===== src/rtl/cal_pkg.sv =====
`default_nettype none
// ============================================================================
// Module   : cal_pkg
// Purpose  : Shared types and constants for the calibration sweep sequencer.
// Revision : 1.0  initial release
// ============================================================================
package cal_pkg;

    localparam int CAL_PARA_W          = 6;
    localparam int CAL_GAP_CYC_DEFAULT = 4;

    typedef enum logic [2:0] {
        ST_IDLE   = 3'd0,
        ST_LOAD   = 3'd1,
        ST_SETTLE = 3'd2,
        ST_RUN    = 3'd3,
        ST_GAP    = 3'd4
    } cal_sweep_state_t;

    function automatic int cal_max(input int a, input int b);
        return (a > b) ? a : b;
    endfunction

endpackage
`default_nettype wire


===== src/rtl/cal_sweep_timer.sv =====
`default_nettype none
// ============================================================================
// Module   : cal_sweep_timer
// Purpose  : Loadable down-counter; a load of N makes expire high in the Nth
//            cycle after the load (N >= 1).
// Revision : 1.0  initial release
// ============================================================================
module cal_sweep_timer #(
    parameter int WIDTH = 16
) (
    input  logic             clk_sys,
    input  logic             rst_n,
    input  logic             load,
    input  logic [WIDTH-1:0] value,
    output logic             expire
);

    logic [WIDTH-1:0] r_cnt;

    always_ff @(posedge clk_sys or negedge rst_n) begin
        if (!rst_n) begin
            r_cnt <= '0;
        end else if (load) begin
            r_cnt <= value;
        end else if (r_cnt != '0) begin
            r_cnt <= r_cnt - 1'b1;
        end
    end

    assign expire = (r_cnt <= WIDTH'(1));

endmodule
`default_nettype wire


===== src/rtl/cal_sweep_ctrl.sv =====
`default_nettype none
// ============================================================================
// Module   : cal_sweep_ctrl
// Purpose  : Calibration sweep sequencer stepping the divider setting from a
//            start to a stop value. Build option CAL_SWEEP_LOOP_EN repeats
//            the sweep until aborted.
// Revision : 1.0  initial release
// ============================================================================
module cal_sweep_ctrl
    import cal_pkg::*;
#(
    parameter int DWELL_W  = 16,
    parameter int SETTLE_W = 8,
    parameter int GAP_CYC  = CAL_GAP_CYC_DEFAULT
) (
    input  logic                  clk_sys,
    input  logic                  rst_n,
    input  logic                  sweep_go,
    input  logic                  sweep_abort,
    input  logic [CAL_PARA_W-1:0] para_start,
    input  logic [CAL_PARA_W-1:0] para_stop,
    input  logic [CAL_PARA_W-1:0] para_step,
    input  logic [DWELL_W-1:0]    dwell,
    input  logic [SETTLE_W-1:0]   settle,
    output logic                  cal_load,
    output logic [CAL_PARA_W-1:0] cal_para,
    output logic                  cal_start,
    output logic                  busy,
    output logic                  done,
    output logic [CAL_PARA_W-1:0] point_idx
);

    localparam int TMR_W = cal_max(DWELL_W, SETTLE_W);

    cal_sweep_state_t r_state, w_state_nxt;

    logic [CAL_PARA_W-1:0] r_start, r_stop, r_step;
    logic [DWELL_W-1:0]    r_dwell;
    logic [SETTLE_W-1:0]   r_settle;
    logic [CAL_PARA_W-1:0] r_cur, w_cur_nxt;
    logic [CAL_PARA_W-1:0] r_point_idx, w_idx_nxt;
    logic [CAL_PARA_W-1:0] r_cal_para, w_para_nxt;
    logic                  r_cal_load, w_load_nxt;
    logic                  r_cal_start, w_start_nxt;
    logic                  r_busy, w_busy_nxt;
    logic                  r_done, w_done_nxt;
    logic                  w_cfg_latch;

    logic                  w_tmr_load;
    logic [TMR_W-1:0]      w_tmr_value;
    logic                  w_tmr_expire;

    logic [CAL_PARA_W:0]   w_sum;
    logic                  w_last;
    logic [TMR_W-1:0]      w_dwell_eff;
    logic [CAL_PARA_W-1:0] w_idx_inc;

    // Extra bit catches wrap past the top of the 6-bit divider range.
    assign w_sum       = {1'b0, r_cur} + {1'b0, r_step};
    assign w_last      = (r_step == '0) || w_sum[CAL_PARA_W] ||
                         (w_sum[CAL_PARA_W-1:0] > r_stop);
    assign w_dwell_eff = (r_dwell == '0) ? TMR_W'(1) : TMR_W'(r_dwell);
    assign w_idx_inc   = (r_point_idx == '1) ? r_point_idx
                                             : r_point_idx + {{(CAL_PARA_W-1){1'b0}}, 1'b1};

    cal_sweep_timer #(
        .WIDTH (TMR_W)
    ) u_timer (
        .clk_sys (clk_sys),
        .rst_n   (rst_n),
        .load    (w_tmr_load),
        .value   (w_tmr_value),
        .expire  (w_tmr_expire)
    );

    always_comb begin
        w_state_nxt = r_state;
        w_cur_nxt   = r_cur;
        w_idx_nxt   = r_point_idx;
        w_para_nxt  = r_cal_para;
        w_load_nxt  = 1'b0;
        w_start_nxt = 1'b0;
        w_done_nxt  = 1'b0;
        w_cfg_latch = 1'b0;
        w_tmr_load  = 1'b0;
        w_tmr_value = '0;

        case (r_state)
            ST_IDLE: begin
                if (sweep_go) begin
                    w_cfg_latch = 1'b1;
                    w_cur_nxt   = para_start;
                    w_idx_nxt   = '0;
                    w_para_nxt  = para_start;
                    w_load_nxt  = 1'b1;
                    w_state_nxt = ST_LOAD;
                end
            end
            ST_LOAD: begin
                w_tmr_load = 1'b1;
                if (r_settle != '0) begin
                    w_tmr_value = TMR_W'(r_settle);
                    w_state_nxt = ST_SETTLE;
                end else begin
                    w_tmr_value = w_dwell_eff;
                    w_start_nxt = 1'b1;
                    w_state_nxt = ST_RUN;
                end
            end
            ST_SETTLE: begin
                if (w_tmr_expire) begin
                    w_tmr_load  = 1'b1;
                    w_tmr_value = w_dwell_eff;
                    w_start_nxt = 1'b1;
                    w_state_nxt = ST_RUN;
                end
            end
            ST_RUN: begin
                if (w_tmr_expire) begin
                    w_tmr_load  = 1'b1;
                    w_tmr_value = TMR_W'(GAP_CYC);
                    w_state_nxt = ST_GAP;
                end else begin
                    w_start_nxt = 1'b1;
                end
            end
            ST_GAP: begin
                if (w_tmr_expire) begin
                    if (w_last) begin
                        w_done_nxt = 1'b1;
`ifdef CAL_SWEEP_LOOP_EN
                        w_cur_nxt   = r_start;
                        w_idx_nxt   = '0;
                        w_para_nxt  = r_start;
                        w_load_nxt  = 1'b1;
                        w_state_nxt = ST_LOAD;
`else
                        w_state_nxt = ST_IDLE;
`endif
                    end else begin
                        w_cur_nxt   = w_sum[CAL_PARA_W-1:0];
                        w_idx_nxt   = w_idx_inc;
                        w_para_nxt  = w_sum[CAL_PARA_W-1:0];
                        w_load_nxt  = 1'b1;
                        w_state_nxt = ST_LOAD;
                    end
                end
            end
            default: w_state_nxt = ST_IDLE;
        endcase

        // Abort beats everything, including a simultaneous go in IDLE.
        if (sweep_abort) begin
            w_state_nxt = ST_IDLE;
            w_cur_nxt   = r_cur;
            w_idx_nxt   = r_point_idx;
            w_para_nxt  = r_cal_para;
            w_load_nxt  = 1'b0;
            w_start_nxt = 1'b0;
            w_done_nxt  = 1'b0;
            w_cfg_latch = 1'b0;
            w_tmr_load  = 1'b0;
        end

        w_busy_nxt = (w_state_nxt != ST_IDLE);
    end

    always_ff @(posedge clk_sys or negedge rst_n) begin
        if (!rst_n) begin
            r_state     <= ST_IDLE;
            r_start     <= '0;
            r_stop      <= '0;
            r_step      <= '0;
            r_dwell     <= '0;
            r_settle    <= '0;
            r_cur       <= '0;
            r_point_idx <= '0;
            r_cal_para  <= '0;
            r_cal_load  <= 1'b0;
            r_cal_start <= 1'b0;
            r_busy      <= 1'b0;
            r_done      <= 1'b0;
        end else begin
            r_state     <= w_state_nxt;
            r_cur       <= w_cur_nxt;
            r_point_idx <= w_idx_nxt;
            r_cal_para  <= w_para_nxt;
            r_cal_load  <= w_load_nxt;
            r_cal_start <= w_start_nxt;
            r_busy      <= w_busy_nxt;
            r_done      <= w_done_nxt;
            if (w_cfg_latch) begin
                r_start  <= para_start;
                r_stop   <= para_stop;
                r_step   <= para_step;
                r_dwell  <= dwell;
                r_settle <= settle;
            end
        end
    end

    assign cal_load  = r_cal_load;
    assign cal_para  = r_cal_para;
    assign cal_start = r_cal_start;
    assign busy      = r_busy;
    assign done      = r_done;
    assign point_idx = r_point_idx;

endmodule
`default_nettype wire


===== config.mk =====
export PLATFORM = sky130hd
export DESIGN_NAME = cal_sweep_ctrl
export DESIGN_NICKNAME = d
export VERILOG_FILES = /design/src/rtl/cal_pkg.sv /design/src/rtl/cal_sweep_timer.sv /design/src/rtl/cal_sweep_ctrl.sv
export SDC_FILE = /design/constraint.sdc
export NUM_CORES = 1
export LEC_CHECK = 0
export ABC_AREA = 1
export CELL_PAD_IN_SITES_DETAIL_PLACEMENT = 0
export CELL_PAD_IN_SITES_GLOBAL_PLACEMENT = 1
export CORE_UTILIZATION = 40
export DETAILED_ROUTE_END_ITERATION = 10
export PLACE_DENSITY = 0.8
export SETUP_SLACK_MARGIN = 0.05
export SLEW_MARGIN = 20
export SYNTH_ARGS = -nofsm -noshare
export SYNTH_HDL_FRONTEND = slang
export SYNTH_SLANG_ARGS = --single-unit

===== constraint.sdc =====
create_clock -name clk_sys -period 3.3 [get_ports clk_sys]
set_input_delay 0.825 -clock clk_sys [delete_from_list [all_inputs] [get_ports clk_sys]]
set_output_delay 0.825 -clock clk_sys [all_outputs]
set_load 0.05 [all_outputs]

Word-level counts from Yosys, hierarchy flattened
Index checks and enable logic that the tools add are counted.
{"block": "totals", "output_inout_bits": 16, "elab_cells": 82, "reg_bits": 71, "in_bits": 46}
{"block": "op_classes", "mux": 42, "n_eq_ne": 9, "bitwise": 1, "reduce_logical": 13, "addsub": 3, "n_lt_le_gt_ge": 2}
{"operator": "$mux W16", "n": 5}
{"operator": "$pmux W16 S3", "n": 1}
{"operator": "$mux W6", "n": 7}
{"operator": "$pmux W6 S2", "n": 2}
{"operator": "$mux W3", "n": 6}
{"operator": "$mux W1", "n": 17}
{"operator": "$le A16 B1 Y1 const B", "n": 1}
{"operator": "$logic_not A16 Y1", "n": 1}
{"operator": "$reduce_bool A16 Y1", "n": 1}
{"operator": "$sub A16 B1 Y16 const B", "n": 1}
{"operator": "$pmux W3 S5", "n": 1}
{"operator": "$reduce_bool A8 Y1", "n": 1}
{"operator": "$add A6 B6 Y7", "n": 1}
{"operator": "$add A6 B1 Y6 const B", "n": 1}
{"operator": "$eq A3 B2 Y1 const B", "n": 2}
{"operator": "$eq A6 B6 Y1 const B", "n": 1}
{"operator": "$gt A6 B6 Y1", "n": 1}
{"operator": "$logic_not A6 Y1", "n": 1}
{"operator": "$ne A2 B2 Y1 const B", "n": 3}
{"operator": "$reduce_and A6 Y1", "n": 1}
{"operator": "$reduce_and A5 Y1", "n": 1}
{"operator": "$pmux W1 S2", "n": 2}
{"operator": "$reduce_bool A2 Y1", "n": 2}
{"operator": "$eq A3 B1 Y1 const B", "n": 1}
{"operator": "other kinds (8)", "n": 9}

Longest topological paths before layout
Gate-level depths: netlist (run 1).
{"block": "logic_depth", "ltp_word": 8, "mapped_depth": 19, "depth_no_buf": 19}

Hierarchy
From an unflattened synthesis (run 1), not the netlist that was laid out.
{"block": "unflattened", "cells_unflattened": 572, "hier_area_um2": 4341.7}
{"mod": "cal_sweep_ctrl", "n_inst": 1, "cells_per_inst": 380, "seq_area_each_um2": 1376.3, "area_each_um2": 3110.5}
{"mod": "cal_sweep_timer", "n_inst": 1, "cells_per_inst": 192, "seq_area_each_um2": 400.4, "area_each_um2": 1231.2}

Worst setup path after synthesis (run 1)
Ideal clock, no wire load.
{"block": "synth_timing", "kind": "register -> register", "start": "register, netlist name cal_para[2]", "end": "register r_cal_para[0], in the netlist cal_para[0]", "stages_incl_launch_ff": 18, "setup_time_ns": 0.123, "t_arrival_ns": 2.775, "period_less_slack_ns": 2.899, "path_slack_ns": 0.401, "path_buffers": 1, "required_time_ns": 3.177, "path_cell_list": "dfrtp_1 ha_1 a21oi_1 or2_2 nand3_1 nand2_1 and2_1 ha_1 nand2_1 nor2_1 nand3_1 nand2_1 nand2_1 nand2_2 nand2_1 buf_6 nand2_1 o21ai_2"}
{"item": "to (signal assigned)", "line_no": "cal_sweep_ctrl.sv:187", "rtl": "r_cal_para <= w_para_nxt;"}
{"item": "to (decl)", "line_no": "cal_sweep_ctrl.sv:42", "rtl": "logic [CAL_PARA_W-1:0] r_cal_para, w_para_nxt;"}

==> run_results.csv, run 1 <==
group,metric,value,unit
logic_synthesis,syn_nets,596,
placed_design,placed_cells,724,
detailed_routing,top_layer,"met4",
logic_synthesis,syn_inst,534,
logic_synthesis,netlist.area_leader.share,42.24,%
layout,instances_no_fill,740,
cts,clk_pin_slew,0.08,ns
cts,root_buffer,"clkbuf_8",
critical_path,reg2regPathDepth,18,
layout,synthToLayoutAreaGrowth,23.74,%
cts,cts-resized-gates,0,
sta,tightest_slew,0.9262,ns
critical_path,critPathRequiredTime,3.54,ns
floorplan,pin_count,62,
detailed_routing,vias_per_cell,4.861,
critical_path,slowest_stage,"dfrtp_1",
layout,nFillCells,1032,
sta,fin_crit,2.954,ns
detailed_routing,num_vias,3597,
critical_path,critPathMaxStageDelay,0.40,ns
layout,finalNetCount,661,
logic_synthesis,yosys-top-cells-area,"dfrtp_1 (42%), nand2_1 (13%), o21ai_0 (5.9%)",
critical_path,worstSetupPathType,"flip-flop to flip-flop",
global_routing,grt_max_degree,72,
cts,cts_setup_buffers,0,
global_routing,grt-ovfl-total,0,
logic_synthesis,synthSimpleGateAreaFrac,27.51,%
sta,setup_violations,0,
sta,fmax,338.5,MHz
critical_path,crit_buf_inv,3,
global_routing,grt_pass1_wl,17030,µm
critical_path,rrSetupSlack,0.35,ns
logic_synthesis,synth_top_family_by_area,"simple AND/OR/NAND/NOR gates",
placed_design,place_congestion,0.8595,
logic_synthesis,synthMuxAreaShare,2.855,%
sta,hold_violations,0,
worst_hold_path,worstHoldEndpoint,"point_idx[5]$_DFFE_PN0P_",
layout,layout_commonest_cell,"nand2_1",
critical_path,r2r_start,"cal_para[2]$_DFFE_PN0P_",
logic_synthesis,synthXorXnorAreaFrac,2.707,%
detailed_routing,totalWireLength,9959,µm
logic_synthesis,synth_fa_ha_area_share,4.938,%
logic_synthesis,ys_types,38,
worst_hold_path,min_path_cells,2,
global_routing,grt_util_all_layers,19.46,%
floorplan,die_area,10930,µm²
logic_synthesis,seq_area_frac_synth,42.24,%
flow_run,maxCapViolations,0,
sta,period_share,89.51,%
sta,slew_headroom,38.25,%
logic_synthesis,synth_warnings,0,
sta,finalSetupTns,0,ns
critical_path,start_kind,"flip-flop",
critical_path,cp.depth,18,
worst_hold_path,hp-start,"point_idx[5]$_DFFE_PN0P_",
layout,n_antenna_cell,0,
pwr,power_density,679.1,nW/µm²
sta,rsz0062_at_grt,"no",
detailed_routing,drc_errors,0,
outcome,outcome,"finished clean",
cts,ctsHoldBuffers,0,
logic_synthesis,synth_compound_area_share,12.05,%
critical_path,rr_endpoint,"cal_para[4]$_DFFE_PN0P_",
floorplan,floorplan.initialDensity,40.93,%
sta,clock_skew,0.006169,ns
detailed_routing,firstDrtPassIters,7,
layout,layout_common_cells,"nand2_1 (143), dfrtp_1 (71), clkdlybuf4s50_1 (60)",
detailed_routing,wl_met1,4944,µm
critical_path,worstPathMaxFanout,8,
critical_path,end_kind,"flip-flop",
critical_path,worstPathCellList,"ha_1 -> a21oi_1 -> nand2_1 -> or2_2 -> nand2_1 -> inv_1 -> ha_1 -> nand2_1 -> inv_1 -> o21bai_1 -> nand3_1 -> nand2_1 -> nand2_1 -> nand2_4 -> nand2_2 -> buf_4 -> nand2_1 -> o21ai_2",
placed_design,dp_hpwl,7413,µm
cts,clock_sinks,71,
critical_path,worst_path_dominant_cell_family,"simple AND/OR/NAND/NOR gates",
floorplan,core,10280,µm²
layout,multi_input_area,2118,µm²
detailed_routing,dr_wl_met3,392,µm
cts,clock_path_buffers,2,
pwr,irDropWorstVdd,284.9,µV
cts,cts_tree,"built",
detailed_routing,drt-wirelength-per-cell,13.46,µm
global_routing,antenna_found_initial,0,
layout,register_area,1777,µm²
detailed_routing,drt_iter0_markers,159,
logic_synthesis,syn_area_per_cell,7.877,µm²
floorplan,rows,37,
cts,cts_buffers,9,
logic_synthesis,synth_top_cell_by_area,"dfrtp_1",
logic_synthesis,synth-seq-cells,71,
layout,drive_gt1_share,11.09,%
worst_hold_path,worstHoldPathType,"flip-flop to flip-flop",
pwr,leakagePower,2.433,nW
sta,drv_slew,0,
detailed_routing,ant_nets,0,
placed_design,port_buffers,61,
logic_synthesis,netlist_area,4207,µm²
detailed_routing,met2_length,4441,µm
cts,cts_max_level,3,
floorplan,fp.dieW,104.6,µm
global_routing,grt_pass1_vias,3562,
critical_path,crit_path_frequent_cell,"nand2_1",
cts,clock_latency,0.35,ns
critical_path,crit_arrival,3.19,ns
floorplan,die_y,104.6,µm
==> metrics by stage <==
| stage | setup WS (ns) | cell area (µm²) | utilization [%] | power [W] | hold slack, ns |
|---|---|---|---|---|---|
| floorplan | 0.4013 | 4207 | - | 0.002309 | 0.4761 |
| global placement | 0.3297 | 4960 | 48.26 | 0.002666 | 0.4852 |
| detailed placement | 0.2535 | 4960 | 48.26 | 0.002692 | 0.4963 |
| CTS | 0.2027 | 5197 | 50.57 | 0.003559 | 0.5206 |
| global route | 0.08646 | 5205 | 50.65 | 0.003829 | 0.5494 |
| finish | 0.3461 | 5205 | 50.65 | 0.003535 | 0.5153 |
==> flip-flops by register name, indices dropped and copies added (netlist names) <==
signal	count
cal_load	1
r_state	3
cal_start	1
point_idx	6
u_timer.r_cnt	16
r_dwell	16
r_settle	8
r_step	6
r_stop	6
done	1
cal_para	6
busy	1
==> cell type report <==
cell class / instances / share of cell area, %
multi-input cells: 386 / 40.70
clock buffers: 11 / 2.524
well taps: 136 / 3.269
repair buffers: 70 / 12.93
flip-flops and latches: 71 / 34.13
inverters: 61 / 4.399
clock inverters: 5 / 2.043
==> worst max-delay path by stage <==
stage	from	endpoint	slack, ns
after CTS	cal_para[2]$_DFFE_PN0P_	cal_para[4]$_DFFE_PN0P_	0.20
final	cal_para[2]$_DFFE_PN0P_	cal_para[4]$_DFFE_PN0P_	0.35
after global placement	cal_para[2]$_DFFE_PN0P_	cal_para[4]$_DFFE_PN0P_	0.33
after floorplan	cal_para[2]$_DFFE_PN0P_	cal_para[0]$_DFFE_PN0P_	0.40
after global routing	cal_para[2]$_DFFE_PN0P_	cal_para[4]$_DFFE_PN0P_	0.09
after detailed placement	cal_para[0]$_DFFE_PN0P_	cal_para[4]$_DFFE_PN0P_	0.25
==> cells in the mapped netlist, drive strengths merged <==
cell	count
fa	1
and2	1
a31oi	1
clkbuf	7
nand3b	1
o21ai	54
xor2	7
ha	15
mux2i	3
nor4	1
o21bai	2
buf	9
a21oi	25
nor2	41
dfrtp	71
inv	61
or2	2
nand4	7
nor3	6
nand3	50
and3	1
mux2	8
o21a	1
xnor2	6
o31ai	1
nand2	152
==> per-layer routing <==
metal | GRT usage (%) | vias up
met4 | 7.347 | 0
met1 | 27.70 | 1638
met5 | 0 | -
li1 | - | 1863
met3 | 2.682 | 16
met2 | 30.04 | 80
==> logic make-up after synthesis <==
family,after synthesis
muxes,11
xor gates and xnor gates,13
buffers and inverters,77
and+or+nand+nor,262
adders and majority gates,16
AOI/OAI and AO/OA,84
DFF,71
==> power by group <==
part / switching (W) / total (W) / internal [W] / leakage (nW)
logic: 0.000861 / 0.00142 / 0.000561 / 1.42
clock network: 0.000347 / 0.000851 / 0.000504 / 0.114
registers: 0.000170 / 0.00126 / 0.00109 / 0.898
total: 0.00138 / 0.00353 / 0.00216 / 2.43
==> worst reg2reg max path: cells and delay by family (launching register included) <==
family / cells / cell delay (ns)
flops: 1 / 0.40
fa+ha+maj: 2 / 0.66
simple gates: 10 / 1.12
buf+inv: 3 / 0.28
compound gates: 3 / 0.39
Note: power is estimated with default switching activity, not from simulation.
==> run 2: changes to the inputs <==
--- a/config.mk
+++ b/config.mk
@@ -6,11 +6,12 @@
 export NUM_CORES = 1
 export LEC_CHECK = 0
 export ABC_AREA = 1
-export CELL_PAD_IN_SITES_DETAIL_PLACEMENT = 0
-export CELL_PAD_IN_SITES_GLOBAL_PLACEMENT = 1
-export CORE_UTILIZATION = 40
+export CELL_PAD_IN_SITES_DETAIL_PLACEMENT = 1
+export CELL_PAD_IN_SITES_GLOBAL_PLACEMENT = 2
+export CORE_MARGIN = 2
+export CORE_UTILIZATION = 34
 export DETAILED_ROUTE_END_ITERATION = 10
-export PLACE_DENSITY = 0.8
+export PLACE_DENSITY = 0.85
 export SETUP_SLACK_MARGIN = 0.05
 export SLEW_MARGIN = 20
 export SYNTH_ARGS = -nofsm -noshare
==> constraint.sdc (replaced) <==
create_clock -name clk_sys -period 3.59 [get_ports clk_sys]
set_input_delay 0.8975 -clock clk_sys [delete_from_list [all_inputs] [get_ports clk_sys]]
set_output_delay 0.8975 -clock clk_sys [all_outputs]
set_load 0.05 [all_outputs]
==> run_results.csv, run 2 (same netlist as run 1, synthesis figures left out) <==
group,metric,value,unit
layout,n_antenna_cell,0,
sta,drv_slew,0,
layout,instances_no_fill,771,
sta,period_share,89.07,%
sta,clock_skew,0.006015,ns
critical_path,critPathMaxStageDelay,0.41,ns
placed_design,place_congestion,0.9332,
critical_path,critPathLaunch,"cal_para[3]$_DFFE_PN0P_",
layout,finalNetCount,660,
pwr,leakagePower,2.495,nW
critical_path,cp.depth,18,
floorplan,fp.dieW,115.2,µm
critical_path,worstPathMaxFanout,11,
detailed_routing,drc_errors,0,
global_routing,grt_max_degree,72,
cts,ctsHoldBuffers,0,
critical_path,crit_path_frequent_cell,"nand2_1",
floorplan,rows,40,
detailed_routing,ant_nets,0,
critical_path,slowest_stage,"dfrtp_1",
detailed_routing,drt_iter0_markers,118,
critical_path,worstSetupPathType,"flip-flop to flip-flop",
placed_design,placed_cells,755,
detailed_routing,drt-wirelength-per-cell,14.94,µm
cts,cts_max_level,3,
floorplan,pin_count,62,
detailed_routing,num_vias,3673,
critical_path,rr_endpoint,"cal_para[3]$_DFFE_PN0P_",
layout,layout_common_cells,"nand2_1 (144), dfrtp_1 (71), clkdlybuf4s50_1 (60)",
pwr,clockPowerShare,31.2,%
pwr,switchingPower,0.001330,W
pwr,sw_frac_of_total,36.57,%
global_routing,grt_pass1_vias,3974,
global_routing,grt_util_all_layers,19.09,%
critical_path,crit_buf_inv,1,
detailed_routing,firstDrtPassIters,4,
pwr,p_int,0.002308,W
floorplan,die_y,115.2,µm
placed_design,pre_cts_ws,0.4220,ns
sta,tightest_slew,0.7413,ns
cts,clock_latency,0.34,ns
detailed_routing,vias_per_cell,4.764,
layout,nFillCells,1469,
detailed_routing,totalWireLength,11520,µm
critical_path,critPathRequiredTime,3.82,ns
sta,hold_violations,0,
floorplan,floorplan.initialDensity,34.88,%
placed_design,port_buffers,61,
cts,cts_setup_buffers,0,
critical_path,r2r_start,"cal_para[3]$_DFFE_PN0P_",
sta,finalSetupTns,0,ns
cts,cts-resized-gates,0,
critical_path,worst_path_dominant_cell_family,"simple AND/OR/NAND/NOR gates",
critical_path,crit_arrival,3.42,ns
sta,setup_violations,0,
sta,slew_headroom,50.46,%
layout,layout_commonest_cell,"nand2_1",
sta,fin_ws,0.3923,ns
floorplan,die_area,13280,µm²
floorplan,core,12060,µm²
pwr,power_frac_comb,36.6,%
pwr,p_seq_share,32.2,%
global_routing,antenna_found_initial,0,
pwr,power_density,675.5,nW/µm²
layout,top_regs,"r_dwell: 16 flops, u_timer.r_cnt: 16 flops, r_settle: 8 flops",
sta,fin_crit,3.198,ns
sta,rsz0062_at_grt,"no",
cts,root_buffer,"clkbuf_16",
cts,clk_pin_slew,0.05,ns
placed_design,dp_hpwl,8688,µm
critical_path,start_kind,"flip-flop",
worst_hold_path,worstHoldPathType,"flip-flop to flip-flop",
pwr,power,0.003638,W
global_routing,grt-ovfl-total,0,
cts,cts_tree,"built",
global_routing,grt_pass1_wl,19760,µm
critical_path,rrSetupSlack,0.39,ns
cts,cts_buffers,9,
cts,clock_sinks,71,
layout,synthToLayoutAreaGrowth,28.02,%
layout,drive_gt1_share,11.11,%
critical_path,critPathCapture,"cal_para[3]$_DFFE_PN0P_",
critical_path,end_kind,"flip-flop",
sta,fmax,312.7,MHz
pwr,irDropWorstVdd,221.8,µV
critical_path,worstPathCellList,"ha_1 -> nand2_1 -> or2_2 -> nand3_1 -> nand2_1 -> and2_1 -> ha_1 -> nand2_1 -> nor2_1 -> nand2_1 -> nand3_1 -> nand2_1 -> nand2_1 -> nand2_2 -> nand2_1 -> inv_1 -> nand2_1 -> nand2_1",
critical_path,reg2regPathDepth,18,
flow_run,maxCapViolations,0,
cts,clock_path_buffers,2,
outcome,outcome,"finished clean",
## run 2: metrics by stage
stage               instance area, µm²  util, %  hold WS (ns)
global placement                  5005    41.49        0.4848
detailed placement                5005    41.49        0.5111
CTS                               5385    44.65        0.5332
finish                            5385    44.65        0.5268
floorplan                         4207        -        0.4761
global route                      5385    44.65        0.5341
## run 2: how the worst min path moves through the flow
| stage | from | end | slack [ns] | depth (start not counted) |
|---|---|---|---|---|
| after detailed placement | r_settle[4]$_DFFE_PN0P_ | r_settle[4]$_DFFE_PN0P_ | 0.51 | 1 |
| after floorplan | r_settle[4]$_DFFE_PN0P_ | r_settle[4]$_DFFE_PN0P_ | 0.48 | 1 |
| after CTS | point_idx[1]$_DFFE_PN0P_ | point_idx[1]$_DFFE_PN0P_ | 0.53 | 2 |
| after global placement | point_idx[5]$_DFFE_PN0P_ | point_idx[5]$_DFFE_PN0P_ | 0.48 | 2 |
| after global routing | cal_para[4]$_DFFE_PN0P_ | cal_para[4]$_DFFE_PN0P_ | 0.53 | 2 |
| final | cal_para[0]$_DFFE_PN0P_ | cal_para[0]$_DFFE_PN0P_ | 0.53 | 2 |
## run 2: worst register-to-register path, delay by kind of cell, from the launching register on
kind                     cells  cell delay (ns)
adder cells (fa/ha/maj)      2             0.69
flip-flops                   1             0.41
AND/OR/NAND/NOR             15             1.86
buffers and inverters        1             0.14
## run 2: layout make-up
class	instances	area [µm²]	share of cell area [%]
flip-flops and latches	71	1777	32.99
inverters	61	229.0	4.252
clock buffers	11	252.7	4.693
clock inverters	5	127.6	2.370
multi-input cells	386	2111	39.20
well taps	168	210.2	3.903
repair buffers	69	678.2	12.59
## run 2: routing by layer
metal	GRT usage, %	wire length [µm]	part of all wire, %
met4	7.631	225	2.0
met1	26.32	5694	49
met2	30.20	5286	46
met5	0	0	0
met3	2.952	316	2.7
## run 2: power by group through the flow
| stage | clock, W | combinational, W | sequential [W] |
|---|---|---|---|
| 3_3_place_gp | 0 | 0.00130 | 0.00117 |
| 4_1_cts | 0.00115 | 0.00135 | 0.00117 |
| 5_1_grt | 0.00119 | 0.00153 | 0.00120 |
| 3_5_place_dp | 0 | 0.00133 | 0.00119 |
| 2_1_floorplan | 0 | 0.000915 | 0.00121 |
| 6_report | 0.00113 | 0.00133 | 0.00117 |
==> variant, RTL diff (settings of run 1) <==
Build with the macro `CAL_SWEEP_LOOP_EN` defined.
--- a/src/rtl/cal_sweep_ctrl.sv
+++ b/src/rtl/cal_sweep_ctrl.sv
@@ -6,6 +6,8 @@
 //            the sweep until aborted.
 // Revision : 1.0  initial release
 // ============================================================================
+`define CAL_SWEEP_LOOP_EN
+
 module cal_sweep_ctrl
     import cal_pkg::*;
 #(
Behaviour: not the same (a bounded check fails within 10 cycles, from zero or initial values and one cycle with rst_n low).
==> variant against run 1 <==
- the flow now finishes with violations (DRC)
- critical endpoint is now cal_para[2]
- power rose by 18%
- maximum frequency fell by 0.72%
- highest routed layer unchanged
- routed wire length rose by 17%
- largest power group unchanged
- final area rose by 10%
- synthesized cell count rose by 13%
- critical path depth fell by 4
- sequential cell count rose by 6
- worst setup slack got worse by 22 ps
- worst hold slack got worse by 24 ps
- synthesized area rose by 11%
==> variant: results (changes against run 1) <==
Status
  • Outcome: finished, violations left
  • Violated checks: DRC

Yosys
  • Post-synth cell types: 36 (-5.3%)
  • Most used DFF post-synth: dfrtp_1
  • Most instantiated cells after synthesis: 128 x nand2_1, 83 x nor2_1, 77 x dfrtp_1
  • Synth area leaders: dfrtp_1 41%, nand2_1 10%, nor2_1 6.7%
  • Post-synthesis sequential area ratio: 0.4139 (-0.008500)
  • Synth Area per Inst: 7.708 um2 (-2.1%)
  • Net count after synthesis: 666 (+12%)
  • Yosys reg bits: 77 (+8.5%)

Route
  • Initial DRC count: 216 (+36%)
  • Via Count: 4,061 (+13%)
  • Via density: 5.001 (+2.9%)
  • DRC Markers: 2 (+2)

CTS
  • Clk slew on worst S/H paths: 60 ps (-20 ps)
  • CTS Root Cell: clkbuf_16

Cells and area
  • Seq/total area: 0.3353 (-0.006052)
  • Non-clk buf share: 0.1139 (-0.01546)
  • FILL cells: 1,148 (+11%)
  • Nonclk inv count: 82 (+34%)
  • Layout cells sized above 1: 0.1241 (+0.01314)
  • Multi-input gates: 430 (+11%)
  • Bufs w/o clock: 65 (-7.1%)
  • Clock buffers and inverters, area share: 0.05813 (+0.01246)
  • Design area: 5747 um2 (+10%)
  • Nets: 727 (+10%)
  • Multi-input gate area: 2345 um2 (+11%)

STA
  • Endpoints failing setup: 0 (unchanged)
  • Slew Limit Headroom: 0.4899 (+0.1074)
  • Skew final: 4.609 ps (-1.561 ps)

Critical path
  • Critical path arrival: 3230 ps (+40 ps)
  • Reg2reg path depth: 14 (-4)
  • Crit path max fanout: 9 (+1)

Power
  • Sw Ratio: 0.3921 (+0.002399)
  • Comb power: 0.00166 W (+17%)
  • Leakage power: 2.732 nW (+12%)
  • Max VDD drop: 411.9 uV (+45%)
  • Clock power share: 0.270 (+0.029)

Global routing
  • Vias in the first global route: 4,009 (+13%)
  • GRT Overall Usage: 0.2150 (+0.02040)
  • First-pass GRT wire length: 19,600 um (+15%)
  • Largest net degree at the start of global routing: 78 (+8.3%)
  • Antenna violations before repair: 0 (unchanged)

Place
  • Post-placement cell area: 5409 um2 (+9.1%)
  • GPL Wtd Cong: 0.8984 (+4.5%)
  • DP Cell Count: 797 (+10%)
  • Pre-CTS setup slack: 343.9 ps (+90.38 ps)
[variant: metal layers]
| metal | share of wire | GRT usage | routed length, um |
|---|---|---|---|
| met5 | 0 | 0 | 0 |
| met4 | 0.025 | 0.1019 | 295 |
| met3 | 0.038 | 0.03616 | 449 |
| met2 | 0.49 | 0.3616 | 5710 |
| met1 | 0.45 | 0.2673 | 5215 |
[variant: critical path, cell delays in order, from the launching register on]
cell,delay (ps)
dfrtp_1,390
ha_1,250
fa_1,430
nand2_1,90
nand2_1,60
xor2_1,160
ha_1,290
nand2_1,60
nor2_1,140
nand3_1,90
nand2_1,270
nand2_1,290
nand2_1,120
nand3_1,80
a21oi_1,180
[variant: cell families (layout without fill, tap and decap cells)]
kind of cell	after synthesis	after routing	synth area share
buffers and inverters	97	162	0.08439
adders and majority gates	16	16	0.04461
and+or+nand+nor	299	299	0.2921
xor gates and xnor gates	10	10	0.01881
DFF	77	77	0.4139
muxes	17	17	0.04112
AOI/OAI and AO/OA	88	88	0.1051
[variant: worst paths after layout]
check / slack (ps) / from / to
max in group asynchronous: 2300 / rst_n / cal_load
setup / recovery: 320 / cal_para[0] / cal_para[2]
hold reg to reg: 490 / r_start[0] / r_start[0]
hold / removal: 490 / r_start[0] / r_start[0]
min in group asynchronous: 530 / rst_n / u_timer.r_cnt[0]
setup reg to reg: 320 / cal_para[0] / cal_para[2]
[variant: through the flow]
step,utilization,hold WS (ps),total power [W]
after floorplan,-,453.0,0.002570
after global placement,0.4757,465.7,0.003033
after detailed placement,0.4757,479.2,0.003048
after CTS,0.5051,493.5,0.004190
after global routing,0.5054,510.0,0.004475
final,0.5054,491.5,0.004156
